File: config.mk
export PLATFORM = sky130hd
export DESIGN_NAME = stack_ctrl_flat
export DESIGN_NICKNAME = d
export VERILOG_FILES = /design/src/rtl/stack_ctrl_if.sv /design/src/rtl/stack_ctrl.sv /design/src/flat_wrapper.sv
export SDC_FILE = /design/constraint.sdc
export NUM_CORES = 1
export LEC_CHECK = 0
export CORE_UTILIZATION = 38
export DETAILED_ROUTE_END_ITERATION = 10
export GPL_ROUTABILITY_DRIVEN = 0
export GPL_TIMING_DRIVEN = 0
export PLACE_DENSITY_LB_ADDON = 0.05
export SYNTH_ARGS = -nofsm -noshare
export SYNTH_HDL_FRONTEND = slang
export SYNTH_SLANG_ARGS = --single-unit
export TNS_END_PERCENT = 30
File: constraint.sdc
create_clock -name clk -period 2 [get_ports clk]
set_input_delay 0.5 -clock clk [delete_from_list [all_inputs] [get_ports clk]]
set_output_delay 0.5 -clock clk [all_outputs]
set_load 0.01 [all_outputs]
File: src/rtl/stack_ctrl_if.sv
// Push/pop request, SP and data-memory bus bundle between the control unit and stack_ctrl.
// slave is the stack_ctrl side, master the control-unit/memory side.
interface stack_ctrl_if;
  logic        push_req;
  logic        pop_req;
  logic [15:0] push_data;
  logic [15:0] sp_in;
  logic        sp_inc;
  logic        sp_dec;
  logic [15:0] mem_addr;
  logic [15:0] mem_wdata;
  logic        mem_we;
  logic        mem_re;
  logic [15:0] mem_rdata;
  logic        busy;
  logic        done;
  logic [1:0]  err;
  logic [15:0] pop_data;

  modport slave (
    input  push_req, pop_req, push_data, sp_in, mem_rdata,
    output sp_inc, sp_dec, mem_addr, mem_wdata, mem_we, mem_re,
           busy, done, err, pop_data
  );

  modport master (
    output push_req, pop_req, push_data, sp_in, mem_rdata,
    input  sp_inc, sp_dec, mem_addr, mem_wdata, mem_we, mem_re,
           busy, done, err, pop_data
  );
endinterface

File: src/rtl/stack_ctrl.sv
// Push/pop sequencer for an empty-descending stack in front of the SP register.
// state       | meaning
// st_idle     | sample push_req/pop_req, classify against sp_in
// st_push_wr  | write latched word at sp_in, strobe sp_dec
// st_pop_rd   | read at sp_in+1, strobe sp_inc
// st_pop_wait | count down read latency, capture mem_rdata on zero
// st_done     | one-cycle done pulse with err
module stack_ctrl #(
  parameter logic [15:0] STACK_TOP   = 16'h01FF,
  parameter logic [15:0] STACK_LIMIT = 16'h0100,
  parameter int          RD_LAT      = 1
) (
  input  logic         clk,
  input  logic         rst,
  stack_ctrl_if.slave  bus
);

  typedef enum logic [2:0] {
    st_idle,
    st_push_wr,
    st_pop_rd,
    st_pop_wait,
    st_done
  } state_t;

  localparam logic [15:0] SP_FULL   = STACK_LIMIT - 16'd1;
  localparam logic [1:0]  WAIT_INIT = 2'(RD_LAT - 1);

  state_t      state, state_nxt;
  logic [1:0]  err_q, err_nxt;
  logic [1:0]  cnt;
  logic [15:0] addr_q;
  logic [15:0] wdata_q;
  logic [15:0] pop_q;

  always_comb begin
    state_nxt = state;
    err_nxt   = err_q;
    case (state)
      st_idle: begin
        if (bus.push_req && bus.pop_req) begin
          state_nxt = st_done;
          err_nxt   = 2'b11;
        end else if (bus.push_req) begin
          if (bus.sp_in == SP_FULL) begin
            state_nxt = st_done;
            err_nxt   = 2'b01;
          end else begin
            state_nxt = st_push_wr;
            err_nxt   = 2'b00;
          end
        end else if (bus.pop_req) begin
          if (bus.sp_in == STACK_TOP) begin
            state_nxt = st_done;
            err_nxt   = 2'b10;
          end else begin
            state_nxt = st_pop_rd;
            err_nxt   = 2'b00;
          end
        end
      end
      st_push_wr:  state_nxt = st_done;
      st_pop_rd:   state_nxt = st_pop_wait;
      st_pop_wait: if (cnt == 2'd0) state_nxt = st_done;
      st_done:     state_nxt = st_idle;
      default:     state_nxt = st_idle;
    endcase
  end

  always_ff @(posedge clk) begin
    if (rst) begin
      state   <= st_idle;
      err_q   <= 2'b00;
      cnt     <= 2'd0;
      addr_q  <= 16'h0000;
      wdata_q <= 16'h0000;
      pop_q   <= 16'h0000;
    end else begin
      state <= state_nxt;
      err_q <= err_nxt;
      // address and data are registered at acceptance so the access cycle sees stable values
      if (state == st_idle && state_nxt == st_push_wr) begin
        addr_q  <= bus.sp_in;
        wdata_q <= bus.push_data;
      end
      if (state == st_idle && state_nxt == st_pop_rd)
        addr_q <= bus.sp_in + 16'd1;
      if (state == st_pop_rd)
        cnt <= WAIT_INIT;
      if (state == st_pop_wait) begin
        if (cnt == 2'd0) pop_q <= bus.mem_rdata;
        else             cnt   <= cnt - 2'd1;
      end
    end
  end

  assign bus.mem_we    = (state == st_push_wr);
  assign bus.sp_dec    = (state == st_push_wr);
  assign bus.mem_re    = (state == st_pop_rd);
  assign bus.sp_inc    = (state == st_pop_rd);
  assign bus.busy      = (state != st_idle);
  assign bus.done      = (state == st_done);
  assign bus.err       = (state == st_done) ? err_q : 2'b00;
  assign bus.mem_addr  = addr_q;
  assign bus.mem_wdata = wdata_q;
  assign bus.pop_data  = pop_q;

endmodule
File: src/flat_wrapper.sv
// flat-port wrapper written by rule: the top's interface ports become plain ports
module stack_ctrl_flat 
#(
  parameter logic [15:0] STACK_TOP   = 16'h01FF,
  parameter logic [15:0] STACK_LIMIT = 16'h0100,
  parameter int          RD_LAT      = 1
)
  (clk, rst, bus_push_req, bus_pop_req, bus_push_data, bus_sp_in, bus_mem_rdata, bus_sp_inc, bus_sp_dec, bus_mem_addr, bus_mem_wdata, bus_mem_we, bus_mem_re, bus_busy, bus_done, bus_err, bus_pop_data);
  stack_ctrl_if bus_i ();
  input  logic clk;
  input  logic rst;
  input wire logic [$bits(bus_i.push_req)-1:0] bus_push_req;
  input wire logic [$bits(bus_i.pop_req)-1:0] bus_pop_req;
  input wire logic [$bits(bus_i.push_data)-1:0] bus_push_data;
  input wire logic [$bits(bus_i.sp_in)-1:0] bus_sp_in;
  input wire logic [$bits(bus_i.mem_rdata)-1:0] bus_mem_rdata;
  output wire logic [$bits(bus_i.sp_inc)-1:0] bus_sp_inc;
  output wire logic [$bits(bus_i.sp_dec)-1:0] bus_sp_dec;
  output wire logic [$bits(bus_i.mem_addr)-1:0] bus_mem_addr;
  output wire logic [$bits(bus_i.mem_wdata)-1:0] bus_mem_wdata;
  output wire logic [$bits(bus_i.mem_we)-1:0] bus_mem_we;
  output wire logic [$bits(bus_i.mem_re)-1:0] bus_mem_re;
  output wire logic [$bits(bus_i.busy)-1:0] bus_busy;
  output wire logic [$bits(bus_i.done)-1:0] bus_done;
  output wire logic [$bits(bus_i.err)-1:0] bus_err;
  output wire logic [$bits(bus_i.pop_data)-1:0] bus_pop_data;
  assign bus_i.push_req = bus_push_req;
  assign bus_i.pop_req = bus_pop_req;
  assign bus_i.push_data = bus_push_data;
  assign bus_i.sp_in = bus_sp_in;
  assign bus_i.mem_rdata = bus_mem_rdata;
  assign bus_sp_inc = bus_i.sp_inc;
  assign bus_sp_dec = bus_i.sp_dec;
  assign bus_mem_addr = bus_i.mem_addr;
  assign bus_mem_wdata = bus_i.mem_wdata;
  assign bus_mem_we = bus_i.mem_we;
  assign bus_mem_re = bus_i.mem_re;
  assign bus_busy = bus_i.busy;
  assign bus_done = bus_i.done;
  assign bus_err = bus_i.err;
  assign bus_pop_data = bus_i.pop_data;
  stack_ctrl #(.STACK_TOP(STACK_TOP), .STACK_LIMIT(STACK_LIMIT), .RD_LAT(RD_LAT)) u_core (.clk(clk), .rst(rst), .bus(bus_i));
endmodule
==> flow_metrics.py, run 1 <==
metrics = {
    "synthesis": {
        "synth_common_cells": "nand2_1 (73), dfxtp_1 (55), a21oi_1 (39), clkbuf_1 (14)",
        "synthCells": 316,
        "synth_compound_area_frac": 0.177,
        "synth_area_mm2": 0.00248,
        "synthTopCellsByArea": "dfxtp_1 (44%), nand2_1 (11%), a21oi_1 (7.9%)",
        "syn_avg_cell_area_um2": 7.84,
        "yosysWarnings": 0,
        "ys_ff_latch": 55,
        "synthAdderAreaFrac": 0.00505,
        "yosysMostFrequentCell": "nand2_1",
        "ys_types": 41,
        "synthFlopType": "dfxtp_1",
        "synth-edff-count": 0,
        "synth.area.mux_share": 0,
        "synth-xor-area-share": 0.0141,
        "synth-seq-area-share": 0.445,
        "synth_top_family_by_area": "simple AND/OR/NAND/NOR gates",
        "syn-num-nets": 369,
        "synth-simple-area-share": 0.306,
        "synth_top_area_frac": 0.445,
        "yosysTopAreaCell": "dfxtp_1",
        "async_reset_ff_frac": 0,
    },
    "global_route": {
        "use_met2": 0.371,
        "antenna_found_initial": 0,
        "use_met3": 0.0451,
        "grt_use_total": 0.222,
        "grt_start_max_net_pins": 17,
        "grt_use_met1": 0.283,
        "busiest_layer": "met2",
        "grt_pass1_vias": 2421,
        "grt_pass1_wl_mm": 11.6,
        "grt_overflow": 0,
    },
    "sta": {
        "timing.final.crit_share": 1.00,
        "final.min_clock_period_ns": 2.00,
        "setup_viol": 2,
        "worstMarginPinSlew_ns": 0.595,
        "skew_ns": 0.00329,
        "finalHoldViolations": 0,
        "slew_violations": 0,
        "worst_slack_ns": -0.00429,
        "finalSetupTns_ns": -0.00532,
        "rsz0062_at_grt": "yes",
        "fmax_ghz": 0.499,
        "slew_headroom": 0.603,
    },
    "pwr": {
        "p_seq_frac": 0.474,
        "powerDensity_mw_per_mm2": 615,
        "fin_total_pwr_mw": 2.54,
        "p_clk_frac": 0.254,
        "pwr-share-comb": 0.272,
        "power.leakage_nw": 1.54,
        "power.switching_mw": 0.717,
        "ir_worst_vdd_mv": 0.474,
        "p_int_mw": 1.82,
        "p_sw_frac": 0.282,
    },
    "placement": {
        "post-place-ws_ns": -0.814,
        "port_buffers": 106,
        "dpl.hpwl_mm": 4.98,
    },
    "setup_path": {
        "r2r_start": "u_core.state[1]$_SDFF_PP0_",
        "crit_start": "bus_sp_in[15]",
        "reg2reg_setup_slack_ns": 0.05,
        "crit_type": "in2reg",
        "critPathLaunchType": "input pin",
        "r2r_cells": 8,
        "cp-end-kind": "flip-flop",
        "worstPathRequired_ns": 2.23,
        "cp_max_fo": 5,
        "cp.arrival_ns": 2.23,
        "r2r-end": "u_core.bus.mem_addr[15]$_SDFFE_PP0P_",
    },
    "clock_tree": {
        "h-tree-depth": 2,
        "clockRootBuffer": "clkbuf_8",
        "ctsHoldBuffers": 0,
        "clockBufferDepth": 2,
        "clock_latency_ns": 0.30,
        "cts_sinks": 55,
        "cts_buffers": 5,
        "clk_pin_slew_ns": 0.10,
        "cts_tree": "yes",
    },
    "route": {
        "drc": 0,
        "wl_per_cell_um": 14.6,
        "ant_nets": 0,
        "drt-pass1-iter-count": 5,
        "vias": 2774,
        "wl_mm": 7.63,
        "drt_iter0_drc": 97,
        "viasPerCell": 5.29,
    },
    "floorplanning": {
        "die_h_um": 82.7,
        "die_x_um": 82.7,
        "core_mm2": 0.00631,
        "rows": 29,
        "start_util": 0.392,
        "fp.dieArea_mm2": 0.00684,
        "pin_count": 108,
    },
    "cells_and_area": {
        "n_fill_cell": 560,
        "syn2layout_area_growth_pct": 66.9,
        "diodes": 0,
        "final_nets": 499,
        "layout-drive-gt1-share": 0.174,
    },
    "run_status": {
        "status": "finished, violations left",
        "violations": "negative setup slack",
    },
    "min_path": {
        "holdPathStages": 2,
        "hold_start": "u_core.bus.pop_data[10]$_SDFFE_PP0P_",
        "min_to": "u_core.bus.pop_data[10]$_SDFFE_PP0P_",
        "hold_path_class": "reg2reg",
    },
    "run": {
        "drv_cap": 0,
    },
}
[worst max path at each step]
stage                                           endpoint  slack [ns]
floorplan            u_core.bus.mem_addr[5]$_SDFFE_PP0P_       0.001
global placement    u_core.bus.mem_addr[10]$_SDFFE_PP0P_       -0.78
detailed placement   u_core.bus.mem_addr[7]$_SDFFE_PP0P_       -0.81
CTS                                             bus_busy       -0.09
global route         u_core.bus.mem_addr[1]$_SDFFE_PP0P_       -0.09
finish              u_core.bus.mem_addr[14]$_SDFFE_PP0P_      -0.004
[registers in the layout (all words and copies together) (netlist names)]
name                  cells
u_core.state              3
u_core.bus.pop_data      16
u_core.bus.mem_wdata     16
u_core.cnt                2
u_core.err_q              2
u_core.bus.mem_addr      16
[placed cells by master, fill, tap and decap left out, types with 6 or more instances in the layout]
| master | instances |
|---|---|
| dfxtp_1 | 52 |
| nor2_1 | 9 |
| nand2_1 | 71 |
| nor3_1 | 7 |
| buf_4 | 15 |
| clkbuf_8 | 8 |
| clkbuf_1 | 11 |
| a21oi_1 | 39 |
| dlygate4sd2_1 | 12 |
| nand3_1 | 12 |
| a31oi_1 | 12 |
| clkdlybuf4s50_1 | 80 |
| o21ai_0 | 9 |
| inv_1 | 6 |
[through the flow]
stage	instances	area [µm²]	hold slack (ns)	util
after floorplan	316	2480	0.432	-
after global placement	499	3630	0.440	0.576
after detailed placement	499	3630	0.447	0.576
after CTS	521	4060	0.461	0.643
after global routing	524	4130	0.479	0.655
final	524	4130	0.458	0.655
[layout make-up]
class | instances | area [µm²] | area share
Clock buffer | 7 | 86.3 | 0.0209
Tap cell | 77 | 96.3 | 0.0233
Clock inverter | 1 | 8.76 | 0.00212
Timing Repair Buffer | 124 | 1230 | 0.297
Multi-Input combinational cell | 233 | 1410 | 0.341
Buffer | 21 | 171 | 0.0415
Sequential cell | 55 | 1110 | 0.269
Inverter | 6 | 22.5 | 0.00545
[logic make-up after synthesis]
logic type,count (synthesis)
DFF,55
and+or+nand+nor,151
AOI/OAI and AO/OA,77
buffers and inverters,28
xor gates and xnor gates,4
adders and majority gates,1
[layer usage]
layer  part of all wire  up-vias
met4              0.014        0
met3              0.079       13
met2               0.48      116
met5                  0        -
li1                   -     1372
met1               0.43     1273
[worst max-delay path, cell delays in order]
cell,delay [ns]
buf_6,0.09
or4_4,0.57
buf_6,0.15
nor4_4,0.19
or2_4,0.25
buf_8,0.15
buf_4,0.11
nand3_1,0.07
a31oi_1,0.14
[repair_timing]
item                                    in CTS  in global routing
resized for setup                           98                 28
endpoints found under the hold margin        0                  0
gates cloned                                 2                  0
buffers inserted                            13                  3
endpoints found under the setup margin      55                 31
pin swaps                                   16                  6
[power groups by stage]
stage	combinational (mW)	clock (mW)	sequential, mW
6_report	0.692	0.644	1.20
3_5_place_dp	0.563	0	1.22
2_1_floorplan	0.228	0	1.24
4_1_cts	0.658	0.671	1.20
5_1_grt	0.744	0.711	1.21
3_3_place_gp	0.562	0	1.22
Power figures use the tool's default switching activity.
==> run 2, diff against run 1 <==
Settings changed: PLACE_DENSITY_LB_ADDON 0.05 to 0.08.
==> run 2 against run 1 <==
- the flow still finishes with violations (negative setup slack)
- register-to-register slack improved by 0.06 ns
- core utilization decreased by 1.1 points
- clock-buffer cell count decreased by 1
- clock power decreased by 4.5%
- cell count decreased by 0.57%
- setup slack improved by 0.0022 ns
- critical endpoint is now u_core.bus.mem_addr[13]$_SDFFE_PP0P_
==> flow_metrics.py, run 2 (synthesis results as in run 1) <==
metrics = {
    "sta": {
        "setup_viol": 3,
        "timing.final.crit_share": 1.00,
        "rsz0062_at_grt": "yes",
        "slew_violations": 0,
        "fmax_ghz": 0.499,
        "final.min_clock_period_ns": 2.00,
        "skew_ns": 0.00503,
        "holdWs_ns": 0.458,
        "slew_headroom": 0.582,
        "finalHoldViolations": 0,
        "worstMarginPinSlew_ns": 0.624,
        "worst_slack_ns": -0.00210,
    },
    "cells_and_area": {
        "layout-drive-gt1-share": 0.173,
        "syn2layout_area_growth_pct": 64.0,
        "final_common_cell": "clkdlybuf4s50_1",
        "diodes": 0,
        "final_core_util": 0.643,
        "final_nets": 496,
        "design_area_mm2": 0.00406,
        "layout_common_cells": "clkdlybuf4s50_1 (80), nand2_1 (72), dfxtp_1 (52)",
    },
    "pwr": {
        "p_clk_frac": 0.248,
        "pwr-share-comb": 0.269,
        "p_seq_frac": 0.484,
        "powerDensity_mw_per_mm2": 612,
        "p_sw_frac": 0.290,
        "ir_worst_vdd_mv": 0.339,
        "power.switching_mw": 0.720,
        "fin_total_pwr_mw": 2.48,
        "p_int_mw": 1.76,
        "power.leakage_nw": 1.49,
    },
    "global_route": {
        "antenna_found_initial": 0,
        "grt_overflow": 0,
        "grt_pass1_wl_mm": 11.6,
        "grt_use_total": 0.224,
        "grt_start_max_net_pins": 17,
        "grt_pass1_vias": 2420,
    },
    "setup_path": {
        "critPathLaunchType": "input pin",
        "worstPathRequired_ns": 2.23,
        "critical_path.max_stage_delay_ns": 0.56,
        "cp-end-kind": "flip-flop",
        "cp_max_fo": 5,
        "crit_type": "in2reg",
        "path_buf_inv": 3,
        "worstPathCellList": "buf_8 -> or4_4 -> buf_6 -> nor4_4 -> or2_4 -> buf_8 -> nand2_4 -> a211oi_1",
        "crit_family": "simple AND/OR/NAND/NOR gates",
        "worst_path_most_repeated_cell": "buf_8",
        "cp.arrival_ns": 2.24,
        "crit_slowest_cell": "or4_4",
    },
    "route": {
        "drc": 0,
        "vias": 2767,
        "drt-pass1-iter-count": 4,
        "wl_mm": 7.76,
        "viasPerCell": 5.31,
        "ant_nets": 0,
        "drt_iter0_drc": 107,
        "wl_per_cell_um": 14.9,
    },
    "min_path": {
        "hold_path_class": "reg2reg",
    },
    "clock_tree": {
        "h-tree-depth": 2,
        "ctsHoldBuffers": 0,
        "clockBufferDepth": 2,
        "cts_buffers": 5,
        "cts_tree": "yes",
        "clk_pin_slew_ns": 0.10,
        "cts_sinks": 55,
        "clock_latency_ns": 0.31,
        "clockRootBuffer": "clkbuf_8",
    },
    "placement": {
        "port_buffers": 106,
        "dpl.hpwl_mm": 5.14,
        "post-place-ws_ns": -0.813,
        "place_area_mm2": 0.00363,
    },
    "floorplanning": {
        "start_util": 0.392,
        "rows": 29,
        "die_x_um": 82.7,
        "die_h_um": 82.7,
        "fp.dieArea_mm2": 0.00684,
        "pin_count": 108,
        "core_mm2": 0.00631,
    },
    "run_status": {
        "violations": "negative setup slack",
        "status": "finished, violations left",
    },
    "run": {
        "drv_cap": 0,
    },
}
run 2: what timing repair did:
item,4_1_cts,5_1_grt
endpoints found under the setup margin,55,33
pin swaps,12,14
gates resized for setup,86,35
buffers inserted,11,3
cloned,2,0
run 2: path summary, 6_finish.rpt:
check                                       startpoint                                   end  slack, ns  depth (start not counted)
setup / recovery                         bus_sp_in[10]  u_core.bus.mem_addr[13]$_SDFFE_PP0P_     -0.002                          8
hold / removal    u_core.bus.pop_data[14]$_SDFFE_PP0P_  u_core.bus.pop_data[14]$_SDFFE_PP0P_       0.46                          2
setup reg to reg            u_core.state[2]$_SDFF_PP0_   u_core.bus.mem_addr[4]$_SDFFE_PP0P_       0.11                          7
hold reg to reg   u_core.bus.pop_data[14]$_SDFFE_PP0P_  u_core.bus.pop_data[14]$_SDFFE_PP0P_       0.46                          2
run 2: worst reg2reg max path: cells and delay by family, from the launching register on:
family | cells | cell delay (ns)
AOI/OAI and AO/OA | 2 | 0.19
buffers and inverters | 2 | 0.43
DFF | 1 | 0.38
and+or+nand+nor | 3 | 0.82
run 2: cell type report:
type | instances | area [µm²]
multi-input cells | 233 | 1400
repair buffers | 122 | 1200
fillers | 576 | 2250
clock buffers | 6 | 72.6
well taps | 77 | 96.3
clock inverters | 2 | 12.5
inverters | 6 | 22.5
flip-flops and latches | 55 | 1110
plain buffers | 20 | 149
run 2: power by group through the flow:
stage,sequential (mW),clock (mW),combinational [mW]
2_1_floorplan,1.24,0,0.228
3_3_place_gp,1.22,0,0.561
3_5_place_dp,1.22,0,0.565
4_1_cts,1.20,0.630,0.641
5_1_grt,1.21,0.681,0.718
6_report,1.20,0.615,0.667
run 2: routing by layer:
layer / GRT usage / vias up / wire (µm)
li1: - / 1354 / -
met1: 0.275 / 1288 / 3270
met2: 0.387 / 111 / 3830
met3: 0.0451 / 14 / 546
met4: 0.0776 / 0 / 114
met5: 0 / - / 0
run 2: stage by stage:
step,instances,TNS [ns]
CTS,519,-0.242
finish,521,-0.00550
global route,521,-1.08
detailed placement,499,-27.24
global placement,499,-26.19
floorplan,316,0
==> run 3, diff against run 2 <==
==> constraint.sdc (replaced) <==
create_clock -name clk -period 2 [get_ports clk]
set_input_delay 0.5 -clock clk [delete_from_list [all_inputs] [get_ports clk]]
set_output_delay 0.5 -clock clk [all_outputs]
set_load 0.005 [all_outputs]
==> run 3 against run 2 <==
- critical path type unchanged
- global-route usage fell by 0.19 points
- first-iteration DRC count grew 15%
- maximum frequency up 0.52%
- combinational power down 3%
- the flow now finishes without violations
- via count increased by 0.33%
- sequential power barely moved
- power is 0.86% lower
- core utilization increased by 0.32 points
- largest cell class unchanged
- non-clock buffer count did not move
- clock skew is 0.00066 ns lower
==> flow_metrics.py, run 3 (synthesis results as in run 1) <==
metrics = {
    "run_status": {
        "status": "finished clean",
    },
    "route": {
        "drt-pass1-iter-count": 4,
        "wl_mm": 7.65,
        "vias": 2776,
        "viasPerCell": 5.33,
        "drt_iter0_drc": 123,
        "drc": 0,
        "ant_nets": 0,
        "wl_per_cell_um": 14.7,
    },
    "setup_path": {
        "crit_family": "simple AND/OR/NAND/NOR gates",
        "worstPathCellList": "buf_8 -> or4_4 -> buf_6 -> nor4_4 -> or2_4 -> buf_8 -> nand2_4 -> a211oi_2",
        "path_buf_inv": 3,
        "worst_path_most_repeated_cell": "buf_8",
        "critical_path.max_stage_delay_ns": 0.56,
        "cp_max_fo": 5,
        "cp.arrival_ns": 2.23,
        "crit_slowest_cell": "or4_4",
        "crit_type": "in2reg",
        "r2r_cells": 7,
        "worstPathRequired_ns": 2.23,
        "critPathLaunchType": "input pin",
        "cp-end-kind": "flip-flop",
        "worst-path-stages": 8,
    },
    "placement": {
        "dpl.hpwl_mm": 5.14,
        "port_buffers": 106,
        "place_area_mm2": 0.00363,
    },
    "global_route": {
        "grt_overflow": 0,
        "grt_use_met1": 0.274,
        "use_met3": 0.0418,
        "use_met2": 0.384,
        "grt_pass1_wl_mm": 11.5,
        "busiest_layer": "met2",
        "grt_pass1_vias": 2407,
        "antenna_found_initial": 0,
        "grt_start_max_net_pins": 17,
        "grt_use_total": 0.222,
    },
    "sta": {
        "fmax_ghz": 0.502,
        "slew_violations": 0,
        "skew_ns": 0.00437,
        "slew_headroom": 0.571,
        "final.min_clock_period_ns": 1.99,
        "rsz0062_at_grt": "yes",
        "finalHoldViolations": 0,
        "setup_viol": 0,
        "worstMarginPinSlew_ns": 0.641,
        "holdWs_ns": 0.458,
        "timing.final.crit_share": 0.996,
    },
    "pwr": {
        "power.leakage_nw": 1.53,
        "power.switching_mw": 0.696,
        "p_clk_frac": 0.249,
        "p_seq_frac": 0.488,
        "p_int_mw": 1.77,
        "pwr-share-comb": 0.263,
        "p_sw_frac": 0.282,
        "powerDensity_mw_per_mm2": 604,
        "ir_worst_vdd_mv": 0.338,
    },
    "clock_tree": {
        "cts_buffers": 5,
        "h-tree-depth": 2,
        "clockRootBuffer": "clkbuf_8",
        "clock_latency_ns": 0.31,
        "clk_pin_slew_ns": 0.10,
        "clockBufferDepth": 2,
        "cts_sinks": 55,
        "ctsHoldBuffers": 0,
        "cts_tree": "yes",
    },
    "floorplanning": {
        "fp.dieArea_mm2": 0.00684,
        "die_x_um": 82.7,
        "pin_count": 108,
        "rows": 29,
        "die_h_um": 82.7,
        "start_util": 0.392,
        "core_mm2": 0.00631,
    },
    "min_path": {
        "hold_path_class": "reg2reg",
        "holdPathStages": 2,
    },
    "cells_and_area": {
        "design_area_mm2": 0.00408,
        "layout_common_cells": "clkdlybuf4s50_1 (81), nand2_1 (72), dfxtp_1 (52)",
        "layout-drive-gt1-share": 0.171,
        "final_nets": 496,
        "diodes": 0,
        "syn2layout_area_growth_pct": 64.8,
        "final_common_cell": "clkdlybuf4s50_1",
        "n_fill_cell": 563,
    },
    "run": {
        "drv_cap": 0,
    },
}
## run 3: final cells by class
cell class / instances / area, µm² / share of cell area
well taps: 77 / 96.3 / 0.0236
inverters: 6 / 22.5 / 0.00552
flip-flops and latches: 55 / 1110 / 0.273
multi-input cells: 233 / 1410 / 0.345
repair buffers: 123 / 1220 / 0.298
plain buffers: 19 / 140 / 0.0343
clock buffers: 6 / 72.6 / 0.0178
clock inverters: 2 / 12.5 / 0.00307
## run 3: power groups by stage
stage | Combinational, mW | Sequential, mW | Clock (mW)
2_1_floorplan | 0.222 | 1.22 | 0
3_3_place_gp | 0.534 | 1.22 | 0
3_5_place_dp | 0.538 | 1.22 | 0
4_1_cts | 0.627 | 1.20 | 0.630
5_1_grt | 0.698 | 1.21 | 0.681
6_report | 0.647 | 1.20 | 0.614
## run 3: through the flow
stage / utilization / std cells / power, mW / worst slack [ns] / TNS (ns)
2_1_floorplan: - / 316 / 1.44 / 0.00417 / 0
3_3_place_gp: 0.576 / 499 / 1.75 / -0.790 / -26.15
3_5_place_dp: 0.576 / 499 / 1.76 / -0.813 / -27.20
4_1_cts: 0.634 / 519 / 2.46 / -0.0780 / -0.516
5_1_grt: 0.646 / 521 / 2.59 / -0.102 / -1.06
6_report: 0.646 / 521 / 2.46 / 0.00828 / 0
## run 3: routing by layer
layer	vias up	part of all wire
met5	-	0
met4	0	0.020
met3	17	0.067
met2	97	0.47
met1	1299	0.44
li1	1363	-
## run 3: worst reg2reg max path: stages, from the launching register on
cell and delay [ns]:
dfxtp_4 0.39, nor3_4 0.21, buf_4 0.16, nand2_1 0.11, clkbuf_1 0.27, nor4_1 0.53
a31oi_4 0.05, a21oi_2 0.14
## run 3: timing repair
action	4_1_cts	5_1_grt
setup buffers	12	3
gates resized for setup	84	34
gates cloned	2	0
endpoints found under the setup margin	55	47
pin swaps	13	12
## run 3: path summary, 6_finish.rpt
path / from / end / slack, ns
worst min register to register: u_core.bus.pop_data[14]$_SDFFE_PP0P_ / u_core.bus.pop_data[14]$_SDFFE_PP0P_ / 0.46
worst max-delay path: bus_sp_in[10] / u_core.bus.mem_addr[12]$_SDFFE_PP0P_ / 0.008
worst max register to register: u_core.state[0]$_SDFF_PP0_ / u_core.bus.mem_addr[4]$_SDFFE_PP0P_ / 0.07
worst min-delay path: u_core.bus.pop_data[14]$_SDFFE_PP0P_ / u_core.bus.pop_data[14]$_SDFFE_PP0P_ / 0.46
